`config.mk`:
```
export PLATFORM = sky130hd
export DESIGN_NAME = flexcounter_multi
export DESIGN_NICKNAME = d
export VERILOG_FILES = /design/src/rtl/flexcounter_multi.sv
export SDC_FILE = /design/constraint.sdc
export NUM_CORES = 1
export LEC_CHECK = 0
export BUFFER_PORTS_ARGS = -buffer_cell sky130_fd_sc_hd__buf_2
export CORE_MARGIN = 3
export CORE_UTILIZATION = 56
export CTS_CLUSTER_SIZE = 30
export DETAILED_ROUTE_END_ITERATION = 10
export PLACE_DENSITY_LB_ADDON = 0.1
export SLEW_MARGIN = 15
export SYNTH_ARGS = -nofsm -noshare
export SYNTH_HDL_FRONTEND = slang
export SYNTH_SLANG_ARGS = --single-unit
```
`constraint.sdc`:
```
create_clock -name clk -period 7.89 [get_ports clk]
set_clock_uncertainty 0.15 [all_clocks]
set_input_delay 0.789 -clock clk [delete_from_list [all_inputs] [get_ports clk]]
set_output_delay 0.789 -clock clk [all_outputs]
set_load 0.005 [all_outputs]
```
`src/rtl/flexcounter_multi.sv`:
```
// NUM_CH independent up/down counters sharing one programmable prescaler tick.
// Each channel runs IDLE -> RUN -> (DONE in one-shot mode) with a registered strobe and sticky done flag.
module flexcounter_multi #(
    parameter int NUM_CH     = 4,
    parameter int COUNTSIZE  = 1024,
    parameter int COUNTWIDTH = $clog2(COUNTSIZE),
    parameter int PRESCALE_W = 8
) (
    input  logic                           clk,
    input  logic                           RST,
    input  logic [PRESCALE_W-1:0]          prescale,
    input  logic [NUM_CH-1:0]              enableCounter,
    input  logic [NUM_CH-1:0]              clearCounter,
    input  logic [NUM_CH-1:0]              countDown,
    input  logic [NUM_CH-1:0]              oneShot,
    input  logic [NUM_CH*COUNTWIDTH-1:0]   maxCount,
    output logic [NUM_CH-1:0]              strobe,
    output logic [NUM_CH*COUNTWIDTH-1:0]   count,
    output logic [NUM_CH-1:0]              done
);

    typedef enum logic [1:0] {IDLE, RUN, DONE} state_t;

    logic [PRESCALE_W-1:0] preCnt_q, preCnt_d;
    logic                  anyEnable;
    logic                  tick;

    // >= rather than == so that lowering prescale mid-count never overruns.
    always_comb begin
        anyEnable = |enableCounter;
        tick      = anyEnable && (preCnt_q >= prescale);
        preCnt_d  = (!anyEnable || tick) ? '0 : preCnt_q + PRESCALE_W'(1);
    end

    always_ff @(posedge clk or posedge RST) begin
        if (RST) begin
            preCnt_q <= '0;
        end else begin
            preCnt_q <= preCnt_d;
        end
    end

    for (genvar i = 0; i < NUM_CH; i++) begin : g_ch
        state_t                state_q;
        logic [COUNTWIDTH-1:0] cnt_q;
        logic                  strobe_q;
        logic                  done_q;
        logic [COUNTWIDTH-1:0] maxVal;
        logic [COUNTWIDTH-1:0] startVal;
        logic                  terminal;

        assign maxVal   = maxCount[i*COUNTWIDTH +: COUNTWIDTH];
        assign startVal = countDown[i] ? maxVal : '0;
        // Up mode uses >= so a maxCount lowered below the live count still wraps.
        assign terminal = countDown[i] ? (cnt_q == '0) : (cnt_q >= maxVal);

        always_ff @(posedge clk or posedge RST) begin
            if (RST) begin
                state_q  <= IDLE;
                cnt_q    <= '0;
                strobe_q <= 1'b0;
                done_q   <= 1'b0;
            end else begin
                strobe_q <= 1'b0;
                if (clearCounter[i]) begin
                    state_q <= IDLE;
                    done_q  <= 1'b0;
                    cnt_q   <= startVal;
                end else begin
                    case (state_q)
                        IDLE: begin
                            if (enableCounter[i]) begin
                                state_q <= RUN;
                            end
                        end
                        RUN: begin
                            if (enableCounter[i] && tick) begin
                                if (terminal) begin
                                    strobe_q <= 1'b1;
                                    if (oneShot[i]) begin
                                        state_q <= DONE;
                                        done_q  <= 1'b1;
                                    end else begin
                                        cnt_q <= startVal;
                                    end
                                end else if (countDown[i]) begin
                                    cnt_q <= cnt_q - COUNTWIDTH'(1);
                                end else begin
                                    cnt_q <= cnt_q + COUNTWIDTH'(1);
                                end
                            end
                        end
                        DONE: begin
                            done_q <= 1'b1;
                        end
                        default: begin
                            state_q <= IDLE;
                        end
                    endcase
                end
            end
        end

        assign strobe[i]                          = strobe_q;
        assign done[i]                            = done_q;
        assign count[i*COUNTWIDTH +: COUNTWIDTH]  = cnt_q;
    end

endmodule

```
* Yosys cells after proc, flatten, opt, wreduce, memory -nomap -nowiden *
Index checks and enable logic that the tools add are counted.

word-level totals
  bits in writable memories = 0
  output and inout port bits = 48
  memory bits (read-only) = 0
  register bits after elaboration = 64
  logic and storage cells = 196
  bits of input ports = 66
  latch bits = 0
  memories kept = 0

cells by class
  shift-type cells = 0
  eq/ne operators = 32
  mux-type cells = 93
  div/mod/pow operators = 0
  reductions and logical operators = 40
  magnitude comparators = 5
  add/subtract/negate cells = 9
  $mul = 0
  bitwise operators = 0

operator list
  operator                                                               number
  10-bit 2-to-1 mux                                                      28
  3-bit inequality test (second input constant)                          20
  10-bit by 1-bit adder with 10-bit output (second input constant)       4
  10-bit >= comparator                                                   4
  10-bit logical NOT                                                     4
  2-bit 2-to-1 mux                                                       20
  10-bit by 1-bit subtractor with 10-bit output (second input constant)  4
  1-bit 2-to-1 mux                                                       36
  2-bit one-hot mux with 3 select lines                                  4
  5-bit AND reduction                                                    4
  4-bit AND reduction                                                    4
  2-bit nonzero test                                                     8
  3-bit AND reduction                                                    4
  3-bit nonzero test                                                     4
  8-bit by 1-bit adder with 8-bit output (second input constant)         1
  2-bit by 1-bit == test with 1-bit output (second input constant)       4
  2-bit == test (second input constant)                                  4
  8-bit >= comparator                                                    1
  2-bit logical NOT                                                      4
  8-bit 2-to-1 mux                                                       1
  2-bit inequality test (second input constant)                          4
  1-bit one-hot mux with 2 select lines                                  4
  1-bit logical AND                                                      5
  4-bit OR reduction                                                     1
  other kinds (2)                                                        2

* Longest topological paths before layout *
  depth after elaboration = 6
  gate-level depth with buffers = 11
  mapped depth without buffers = 9

* Worst setup path before layout *
Ideal clock, no wire load.

  path type = input-to-reg
  from = in maxCount[20]
  to = reg g_ch[2].cnt_q[1]
  library setup time = 0.077 ns
  buffers on the path = 1
  required time = 7.663 ns
  setup slack = 4.898 ns
  stages on the path = 9
  arrival time = 2.764 ns
  cells stage by stage = ha_1 -> nand2b_1 -> a2111oi_0 -> a2111oi_0 -> or3_1 -> buf_6 -> nor2_4 -> mux2_2 -> a21oi_1

between the ends
  word-level cells in the longest chain between the ends = 6
  elaborated cells between the ends (all ways) = 8
  classes of those cells = order compare (1); eq/ne (1); mux (5); reduce/logical (1)

ends and longest elaborated chain
  element                 line  text
  start, declared         16    input logic [NUM_CH*COUNTWIDTH-1:0] maxCount,
  10-bit >= comparator *  55    assign terminal = countDown[i] ? (cnt_q == '0) : (cnt_q >= maxVal);
  1-bit 2-to-1 mux *      55
  10-bit 2-to-1 mux       78    if (terminal) begin
  10-bit 2-to-1 mux       77    if (enableCounter[i] && tick) begin
  10-bit 2-to-1 mux       70    case (state_q)
  10-bit 2-to-1 mux       65    if (clearCounter[i]) begin
  end signal, assigned    68    cnt_q <= startVal;
  end signal, assigned    84    cnt_q <= startVal;
  end signal, assigned    87    cnt_q <= cnt_q - COUNTWIDTH'(1);
  end, declared           45    logic [COUNTWIDTH-1:0] cnt_q;

Mark *: on every way between the ends. The rest lies on a longest branch, timed or not. The select of a mux whose other input is x is not followed.
A chain may end at the register's enable or synchronous reset.

* Worst setup path in the final report *
  from = reg g_ch[2].cnt_q[0]
  to = reg g_ch[2].cnt_q[9]

between the ends
  word-level cells in the longest chain between the ends = 6
  elaborated cells between the ends (all ways) = 12
  classes of those cells = add/sub (2); order compare (1); eq/ne (1); mux (6); reduce/logical (2)

ends and longest elaborated chain
  element                                                                 line    text
  10-bit by 1-bit adder with 10-bit output, or another cell as far along  89      cnt_q <= cnt_q + COUNTWIDTH'(1);
  10-bit 2-to-1 mux or 1-bit 2-to-1 mux (tied branches)                   86, 55
  10-bit 2-to-1 mux                                                       78
  10-bit 2-to-1 mux                                                       77
  10-bit 2-to-1 mux                                                       70
  10-bit 2-to-1 mux                                                       65

Parallel ways exist; a longest one is shown, timed or not. The select of a mux whose other input is x is not followed.

==> out/qor.yml <==
hpwlAfterDp_mm: 10.8
max_freq_ghz: 0.316
drcViolationCount: 0
die_y_um: 108
min_period_ps: 3170
power_leakage_nw: 3.40
seq_area_frac_synth_pct: 27.3
hp-class: "reg -> reg"
cts_tree: "yes"
crit_family: "compound AO/OA/AOI/OAI gates"
clkLatencyLatePin_ps: 350
cts_resized: 0
fin_cells: 923
fillers: 868
routabilityCongestion: 0.852
die_area_sq_um: 11700
drt_pass1_iterations: 4
fp-row-count: 36
die_w_um: 108
ys_seq_elements: 64
fin_ws_ps: 4720
antenna_found_initial: 0
dp_slack_ps: 4410
clk_pin_slew_worst_paths_ps: 80
grt_pass1_wl_mm: 23.9
vias_per_cell: 5.77
power_mw: 1.83
cp-start-kind: "register"
syn_inst: 682
ys_types: 70
crit_type: "reg -> reg"
io_pins: 114
ys.flop_type: "dfrtp_1"
endpoint_kind: "register"
nNetsFinal: 936
yosysWarningCount: 0
relSlewSlack_pct: 43.7
clkSinkCount: 64
cts-root-buf: "clkbuf_8"
synth_edf_count: 0
cp_slowest_cell: "or3_1"
port-buffer-count: 113
vias: 5327
avgRoutedWirePerCell_um: 15.1
setup_viol: 0
fin_util_pct: 67.1
powerDensity_nw_per_um2: 275
layout.cells.most_common: "buf_2"
report.final.slew_viol_count: 0
dpl.cell_count: 907
grt_usage_pct: 25.0
drive_above_1_share_pct: 19.2
overflow: 0
coreArea_sq_um: 9950
crit_path_max_fanout: 19
critical-path-max-stage-delay_ps: 540
grt_pass1_vias: 5352
cts_inserted_buffers: 9
area_growth_pct: 14.0
rsz0062_at_grt: "no"
drtIter0Drc: 213
crit_arrival_ps: 3260
min_period_over_period_pct: 40.2
diodes: 0
required_ps: 7980
path_buf_inv: 1
fin_tns_setup_ps: 0
async_flop_share_pct: 100
clockBufferDepth: 2
netlist_area_sq_um: 5860
ant_nets: 0
peakVddDrop_uv: 161
final_cell_mix: "buf_2 (113), inv_1 (85), ha_1 (81)"
drv_cap: 0
crit_chain: "inv_1 -> ha_1 -> nand2b_1 -> a2111oi_0 -> a2111oi_0 -> or3_1 -> a2bb2oi_4 -> o31ai_1 -> a22o_1"
cts_setup_buffers: 0
tightest_slew_ps: 845
syn_nets: 833
hold_buffers: 0
status: "complete, no violations"
h-tree-depth: 3
avgSynthCellArea_sq_um: 8.59
start_util_pct: 58.9
drt_wl_total_mm: 14.0
grt_max_degree: 65
finalHoldViolCount: 0
crit_top_cell: "a2111oi_0"
## kinds of logic after synthesis
group	after synthesis	synth area share (%)
buf+inv	111	8.05
mux	10	1.84
flops	64	27.3
simple gates	197	16.6
compound gates	180	22.3
xor+xnor	35	5.23
fa+ha+maj	85	18.7
## flip-flops by register name (all words and copies together), names as in the netlist
register,flops
g_ch.strobe_q,4
g_ch.done_q,4
g_ch.state_q,8
preCnt_q,8
g_ch.cnt_q,40
## path summary, 6_finish.rpt
check                      depth (start not counted)          startpoint  slack, ps                 end
hold / removal                                     1  g_ch[3].state_q[1]        310  g_ch[3].state_q[0]
max in group asynchronous                          3                 RST       6500    g_ch[0].cnt_q[6]
setup / recovery                                   9    g_ch[2].cnt_q[0]       4720    g_ch[2].cnt_q[9]
hold reg to reg                                    1  g_ch[3].state_q[1]        310  g_ch[3].state_q[0]
min in group asynchronous                          3                 RST        520    g_ch[1].cnt_q[0]
setup reg to reg                                   9    g_ch[2].cnt_q[0]       4720    g_ch[2].cnt_q[9]
## through the flow
step | cell area [sq um] | hold WS (ps)
final | 6680 | 308
after global placement | 6460 | 289
after global routing | 6680 | 335
after detailed placement | 6470 | 295
after CTS | 6680 | 310
after floorplan | 5860 | 274
## cell type report
cell class | count | area (sq um) | area share [%]
inverters | 88 | 330 | 4.95
clock buffers | 11 | 151 | 2.27
clock inverters | 5 | 55.1 | 0.824
multi-input cells | 507 | 3790 | 56.8
flip-flops and latches | 64 | 1600 | 24.0
well taps | 133 | 166 | 2.49
repair buffers | 115 | 581 | 8.69
## layer usage
metal	track usage [%]	up-vias	part of all wire, %
li1	-	2674	-
met1	33.1	2497	47
met2	41.6	135	47
met3	3.40	21	4.5
met4	9.47	0	1.7
met5	0	-	0
## power breakdown
group | leakage, nW | switching [mW] | internal [mW]
combinational | 2.50 | 0.519 | 0.474
sequential | 0.802 | 0.126 | 0.415
clock | 0.101 | 0.138 | 0.162
## synth_stat cells, types with 3 or more instances
master	n	area, sq um
nor3_1	13	65.1
a32oi_1	5	43.8
ha_1	81	1010
fa_1	4	80.1
o31a_1	5	43.8
nor2b_1	13	81.3
o21ai_0	21	105
mux2_2	6	67.6
a21o_1	9	67.6
o211ai_1	5	37.5
nand2b_1	6	37.5
nand2_1	40	150
o21a_1	6	45.0
nand3_1	22	110
and2_1	4	25.0
o2111ai_1	4	35.0
inv_1	86	323
mux2i_1	4	40.0
a22o_1	3	26.3
dfrtp_1	64	1600
nand4_1	4	25.0
a221oi_1	15	131
nor4b_1	3	26.3
a2111oi_0	3	26.3
a21oi_1	54	270
buf_4	9	67.6
o41ai_1	4	35.0
or3_1	5	31.3
xnor2_1	27	236
nor4_1	9	56.3
a31oi_1	4	25.0
buf_2	5	25.0
a22oi_1	8	60.1
xor2_1	8	70.1
clkbuf_1	7	26.3
nor2_1	61	229
and3_1	7	43.8
o31ai_1	4	30.0
No activity file was read; power rests on OpenSTA's default activity.
